### src/rtl/code_display_pkg.sv
// Shared types and constants for the code display stage.
package code_display_pkg;

  localparam int NUM_DIGITS = 4;
  localparam int DIGIT_W    = 7;
  localparam logic [2:0] MAX_COUNT = 3'd4;

  typedef enum logic [1:0] {
    ST_IDLE       = 2'd0,
    ST_ENTRY      = 2'd1,
    ST_RESULT_OK  = 2'd2,
    ST_RESULT_ERR = 2'd3
  } state_e;

  // Active-low segment patterns, bit 0 = a ... bit 6 = g
  localparam logic [DIGIT_W-1:0] SEG_BLANK = 7'h7F;
  localparam logic [DIGIT_W-1:0] SEG_DASH  = 7'h3F;
  localparam logic [DIGIT_W-1:0] SEG_P     = 7'h0C;
  localparam logic [DIGIT_W-1:0] SEG_A     = 7'h08;
  localparam logic [DIGIT_W-1:0] SEG_S     = 7'h12;
  localparam logic [DIGIT_W-1:0] SEG_E     = 7'h06;
  localparam logic [DIGIT_W-1:0] SEG_R     = 7'h2F;

endpackage

### src/rtl/hex_to_7seg.sv
// Combinational 4-bit hex to active-low 7-segment decoder.
module hex_to_7seg
  import code_display_pkg::*;
(
  input  logic [3:0]         hex_i,
  output logic [DIGIT_W-1:0] seg_o
);

  // Lookup of the glyph for each nibble value
  always_comb begin
    seg_o = SEG_BLANK;
    case (hex_i)
      4'h0: seg_o = 7'h40;
      4'h1: seg_o = 7'h79;
      4'h2: seg_o = 7'h24;
      4'h3: seg_o = 7'h30;
      4'h4: seg_o = 7'h19;
      4'h5: seg_o = 7'h12;
      4'h6: seg_o = 7'h02;
      4'h7: seg_o = 7'h78;
      4'h8: seg_o = 7'h00;
      4'h9: seg_o = 7'h10;
      4'hA: seg_o = 7'h08;
      4'hB: seg_o = 7'h03;
      4'hC: seg_o = 7'h46;
      4'hD: seg_o = 7'h21;
      4'hE: seg_o = 7'h06;
      4'hF: seg_o = 7'h0E;
      default: seg_o = SEG_BLANK;
    endcase
  end

endmodule

### src/rtl/code_display_sm.sv
// Display stage for the 4-digit code entry bank.
// Shows entered digits right-justified, then PASS or a blinking Err for a
// hold period. Build option MASK_DIGITS_EN replaces entered digits with '-'.
module code_display_sm
  import code_display_pkg::*;
#(
  parameter int BLINK_DIV   = 500,
  parameter int HOLD_CYCLES = 3000,
  parameter int CNT_W       = 12
) (
  input  logic        clk,
  input  logic        rst,
  input  logic [15:0] code_in,
  input  logic        code_load,
  input  logic        code_clear,
  input  logic        result_err,
  input  logic        result_ok,
  output logic [27:0] seven_segment,
  output logic        busy
);

  state_e                                   state_q, state_d;
  logic [2:0]                               count_q, count_d;
  logic [CNT_W-1:0]                         cnt_q, cnt_d;
  logic                                     err_q, ok_q;
  logic [NUM_DIGITS-1:0][DIGIT_W-1:0]       seg_q, seg_d;
  logic                                     busy_q, busy_d;
  logic [NUM_DIGITS-1:0][DIGIT_W-1:0]       hex_seg;
  logic [CNT_W-1:0]                         blink_idx;
  logic                                     err_rise, ok_rise, in_result;

  for (genvar g = 0; g < NUM_DIGITS; g++) begin : g_dig
    hex_to_7seg u_hex (
      .hex_i (code_in[4*g +: 4]),
      .seg_o (hex_seg[g])
    );
  end

  assign err_rise  = result_err & ~err_q;
  assign ok_rise   = result_ok  & ~ok_q;
  assign in_result = (state_q == ST_RESULT_OK) || (state_q == ST_RESULT_ERR);

  // Next state, digit count and hold counter; clear > result edge > load
  always_comb begin
    state_d = state_q;
    count_d = count_q;
    cnt_d   = '0;
    if (code_clear) begin
      state_d = ST_IDLE;
      count_d = '0;
    end else if (err_rise) begin
      state_d = ST_RESULT_ERR;
    end else if (ok_rise) begin
      state_d = ST_RESULT_OK;
    end else if (code_load) begin
      state_d = ST_ENTRY;
      if (in_result)                count_d = 3'd1;
      else if (count_q < MAX_COUNT) count_d = count_q + 3'd1;
    end else if (in_result) begin
      if (cnt_q == CNT_W'(HOLD_CYCLES - 1)) begin
        state_d = ST_IDLE;
        count_d = '0;
      end else begin
        cnt_d = cnt_q + 1'b1;
      end
    end
  end

  // Blink phase follows the counter value that will be displayed
  assign blink_idx = cnt_d / CNT_W'(BLINK_DIV);

  // Display pattern for the upcoming state; registered below
  always_comb begin
    seg_d  = {NUM_DIGITS{SEG_BLANK}};
    busy_d = 1'b0;
    case (state_d)
      ST_ENTRY: begin
        for (int k = 0; k < NUM_DIGITS; k++) begin
          if (k < int'(count_d)) begin
`ifdef MASK_DIGITS_EN
            seg_d[k] = SEG_DASH;
`else
            seg_d[k] = hex_seg[k];
`endif
          end
        end
      end
      ST_RESULT_OK: begin
        busy_d = 1'b1;
        seg_d  = {SEG_P, SEG_A, SEG_S, SEG_S};
      end
      ST_RESULT_ERR: begin
        busy_d = 1'b1;
        if (!blink_idx[0]) seg_d = {SEG_E, SEG_R, SEG_R, SEG_BLANK};
      end
      default: ;
    endcase
  end

  // State and output registers
  always_ff @(posedge clk or posedge rst) begin
    if (rst) begin
      state_q <= ST_IDLE;
      count_q <= '0;
      cnt_q   <= '0;
      err_q   <= 1'b0;
      ok_q    <= 1'b0;
      seg_q   <= {NUM_DIGITS{SEG_BLANK}};
      busy_q  <= 1'b0;
    end else begin
      state_q <= state_d;
      count_q <= count_d;
      cnt_q   <= cnt_d;
      err_q   <= result_err;
      ok_q    <= result_ok;
      seg_q   <= seg_d;
      busy_q  <= busy_d;
    end
  end

  assign seven_segment = seg_q;
  assign busy          = busy_q;

endmodule

### config.mk
export PLATFORM = sky130hd
export DESIGN_NAME = code_display_sm
export DESIGN_NICKNAME = d
export VERILOG_FILES = /design/src/rtl/code_display_pkg.sv /design/src/rtl/hex_to_7seg.sv /design/src/rtl/code_display_sm.sv
export SDC_FILE = /design/constraint.sdc
export NUM_CORES = 1
export LEC_CHECK = 0
export BUFFER_PORTS_ARGS = -buffer_cell sky130_fd_sc_hd__buf_4
export CORE_MARGIN = 2
export CORE_UTILIZATION = 45
export DETAILED_ROUTE_END_ITERATION = 16
export GPL_ROUTABILITY_DRIVEN = 0
export MAX_ROUTING_LAYER = met4
export PLACE_DENSITY = 0.74
export SLEW_MARGIN = 10
export SYNTH_ARGS = -nofsm -noshare
export SYNTH_HDL_FRONTEND = slang
export SYNTH_SLANG_ARGS = --single-unit
### constraint.sdc
create_clock -name clk -period 3.1 [get_ports clk]
set_clock_uncertainty 0.2 [all_clocks]
set_input_delay 0.465 -clock clk [delete_from_list [all_inputs] [get_ports clk]]
set_output_delay 0.465 -clock clk [all_outputs]
set_load 0.005 [all_outputs]
==> results.md <==
* DRC at 0
* Status: complete, but fails checks
* Post-route setup TNS at -3270 ps
* Pre-CTS WS at -472 ps
* Post-synth EDFFs at 0
* Clock share of power at 0.269
* Gr usage total at 0.242
* CTS Buf Count at 5
* Iter 0 DRT Violations at 198
* P per Cell Area at 283 mW/mm^2
* P_sw at 0.000412 W
* GR peak layer: met2
* CTS sink count at 48
* Die ar. at 0.00888 sq mm
* Commonest cells in the netlist: nor2_1 (59), nand2_1 (39), o21ai_0 (32)
* Critical Path End Type: flop
* Worst Max-Slew Pin Slew at 983 ps
* Post-synth top area share at 0.201
* Met3 Resource Use GR at 0.0297
* GR Util met1 at 0.287
* Setup Viol. Count Final at 9
* Leak at 2.21 nW
* Failing checks: setup timing
* Post-synthesis sequential area ratio at 0.337
* # nets final at 594
* Worst r2r dst: seven_segment[25]
* Area after DPL at 0.00468 sq mm
* Mapped Nets at 465
* # fillers at 636
* Mapped Area at 0.00366 sq mm
* Mux cell area share after synthesis at 0.0536
* Max Root-Sink Buffers at 2
* CP Data Required Time at 3150 ps
* CTS root buf: clkbuf_8
* Core area at 0.00781 sq mm
* DR vias at 3660
* CTS tree: built
* Min cycle time layout at 3480 ps
* Syn. warnings at 0
* Switching part of the total at 0.291
* Die Ht at 94.2 microns
* XOR/XNOR Fraction of Synth Area at 0.0263
* Flops & latches, synth at 48
* Synth top area cells: dfstp_2 (20%), dfrtp_1 (14%), ha_1 (8.9%)
* Startpoint types: flop
* Seq pwr share at 0.501
* Largest family of logic cells by synthesized area: simple AND/OR/NAND/NOR gates
* # Max-Cap Violations at 0
* Diode count at 0
* Yosys cell types at 74
* Die W at 94.2 microns
* Post-Synth Simple-Gate Area at 0.254
* Global-route wire length before repair at 16700 microns
* Initial antenna violation count at 0
* Fin crit share at 1.12
* Worst relative slew slack at 0.344
* Final Max Tran Viols at 0
* Final Hold Fails at 0
* Total Wirelength at 10200 microns
* Critical-path cell list: or4b_4, o41ai_4, a211oi_2, nor4b_4, buf_4, or3_4, a31oi_4, or2_0, a31o_2, mux2i_2, a211oi_4, buf_6, nor2_1
* Top-count cell post-synth: nor2_1
* Number of global-route vias before repair at 3664
* Cells after Synth at 417
* Reg2reg start: cnt_q[3]
* HPWL after DPL at 7590 microns
* Clk slew on worst S/H paths at 90 ps
* Number of H-tree levels at 2
* FMAX at 287 MHz
* WHS Path Cells at 2
* Area of the multi-input gates at 0.00242 sq mm
* Worst-Skew Late Latency at 300 ps
* I/O Buffers at 50
* # rows at 32
* Reg2Reg Setup Slack at -380 ps
* Starting Density at 0.469
* Compound-Gate Fraction of Synth Area at 0.190
* Maximum VDD drop at 0.203 mV
* Prevailing post-synth register cell: dfstp_2
* Slack of the critical path at -381 ps
* Routed Antenna Nets at 0
* Min-Delay Path Class: primary input to flop
* Post-route cell area at 0.00501 sq mm
* Critical-path top delay cell: or4b_4
* Largest net degree at the start of global routing at 49
* M2 GR Usage at 0.433
* Layout cell share with drive strength beyond 1 at 0.408
* DR vias/cell at 5.64
* Wirelength per Cell at 15.7 microns
* Post-synthesis average cell area at 8.79 sq um
* CP arrival at 3530 ps
* Ys async rst share at 1.00
* Unrepaired setup endpoints after global routing: yes
* Leading area contributor after synthesis: dfstp_2
* WHS Endpoint: err_q
* Area grow syn2layout at 36.6%
* Pre-Repair DR Iteration Count at 5
* P_int at 0.00100 W
* Adder-cell share of the synthesized area at 0.0942
* # IOs at 51
* Max stage delay on crit path at 550 ps
* Critical path type: flop to flop
* Storage cell area at 0.00124 sq mm
* Hold path start: result_err
* Combinational Power Share at 0.230
* Worst Reg-to-Reg Cells at 13
* Worst-path fanout max at 7
* Total gr overflow at 0
[metrics by stage]
step           std cells   util  hold WS, ps  power, W
5_1_grt              649  0.641          158   0.00149
4_1_cts              646  0.630          164   0.00142
3_5_place_dp         633  0.600          353   0.00104
3_3_place_gp         633  0.600          340   0.00103
6_report             649  0.641          163   0.00142
2_1_floorplan        417      -          287  0.000879
[cell type report]
class,instances,area share
clock buffer,5,0.0137
clock inverter,3,0.00350
inverter,23,0.0172
multi-input combinational,331,0.484
sequential,48,0.248
tap,102,0.0255
timing repair buffer,137,0.208
[power by group through the flow]
stage	Clock [W]	Combinational [W]	Sequential (W)
3_3_place_gp	0	0.000310	0.000719
5_1_grt	0.000419	0.000359	0.000714
3_5_place_dp	0	0.000320	0.000719
6_report	0.000381	0.000326	0.000710
2_1_floorplan	0	0.000157	0.000722
4_1_cts	0.000387	0.000325	0.000710
[logic make-up after synthesis]
logic type | after synthesis
XOR/XNOR | 11
buffers and inverters | 38
AO/OA/AOI/OAI | 99
flip-flops | 48
AND/OR/NAND/NOR | 178
adder cells (fa/ha/maj) | 28
multiplexers | 15
[layer usage]
| metal | up-vias | routed length (microns) |
|---|---|---|
| li1 | 1753 | - |
| met1 | 1764 | 4220 |
| met2 | 126 | 5300 |
| met3 | 17 | 472 |
| met4 | 0 | 186 |
| met5 | - | 0 |
[critical path, delay by kind of cell, from the launching register on]
family | cells | cell delay (ps)
and+or+nand+nor | 5 | 1280
muxes | 1 | 260
AOI/OAI and AO/OA | 5 | 910
DFF | 1 | 440
buffers and inverters | 2 | 320
[flip-flops by register name, indices dropped and copies added (netlist names)]
name           cells
busy               1
cnt_q             12
count_q            3
err_q              1
ok_q               1
seven_segment     28
state_q            2
[timing repair]
action | 4_1_cts | 5_1_grt
hold buffers | 0 | 0
gates resized for setup | 22 | 12
buffers inserted | 6 | 3
setup endpoints to repair | 9 | 9
pin swaps | 3 | 3
[cells in the final DEF (no fill, tap or decap), types with 3 or more instances in the layout]
cell type	instances
inv_1	22
xnor2_1	7
nand3_4	3
nand3_1	7
o21ai_0	29
nand2_1	39
nand2b_1	8
a21oi_1	11
dfrtp_2	3
nand4_1	3
nor2b_1	8
a221oi_1	4
mux4_2	3
buf_6	4
nor3_1	14
o211ai_1	5
clkbuf_8	5
a211oi_1	6
nor2_1	59
nor4_1	4
dfstp_2	28
o311ai_0	5
ha_1	25
o21ai_1	4
xor2_1	4
nor3_2	5
buf_4	133
or2_2	3
mux2i_1	7
mux2_2	3
dfrtp_1	17
[worst max-delay path by stage]
stage,startpoint,end,slack [ps]
finish,cnt_q[3],seven_segment[25],-380
global placement,cnt_q[2],seven_segment[26],-370
detailed placement,cnt_q[0],seven_segment[26],-470
floorplan,cnt_q[3],seven_segment[11],-270
CTS,cnt_q[0],seven_segment[26],-310
global route,cnt_q[6],seven_segment[20],-500
No activity file was read; power rests on OpenSTA's default activity.
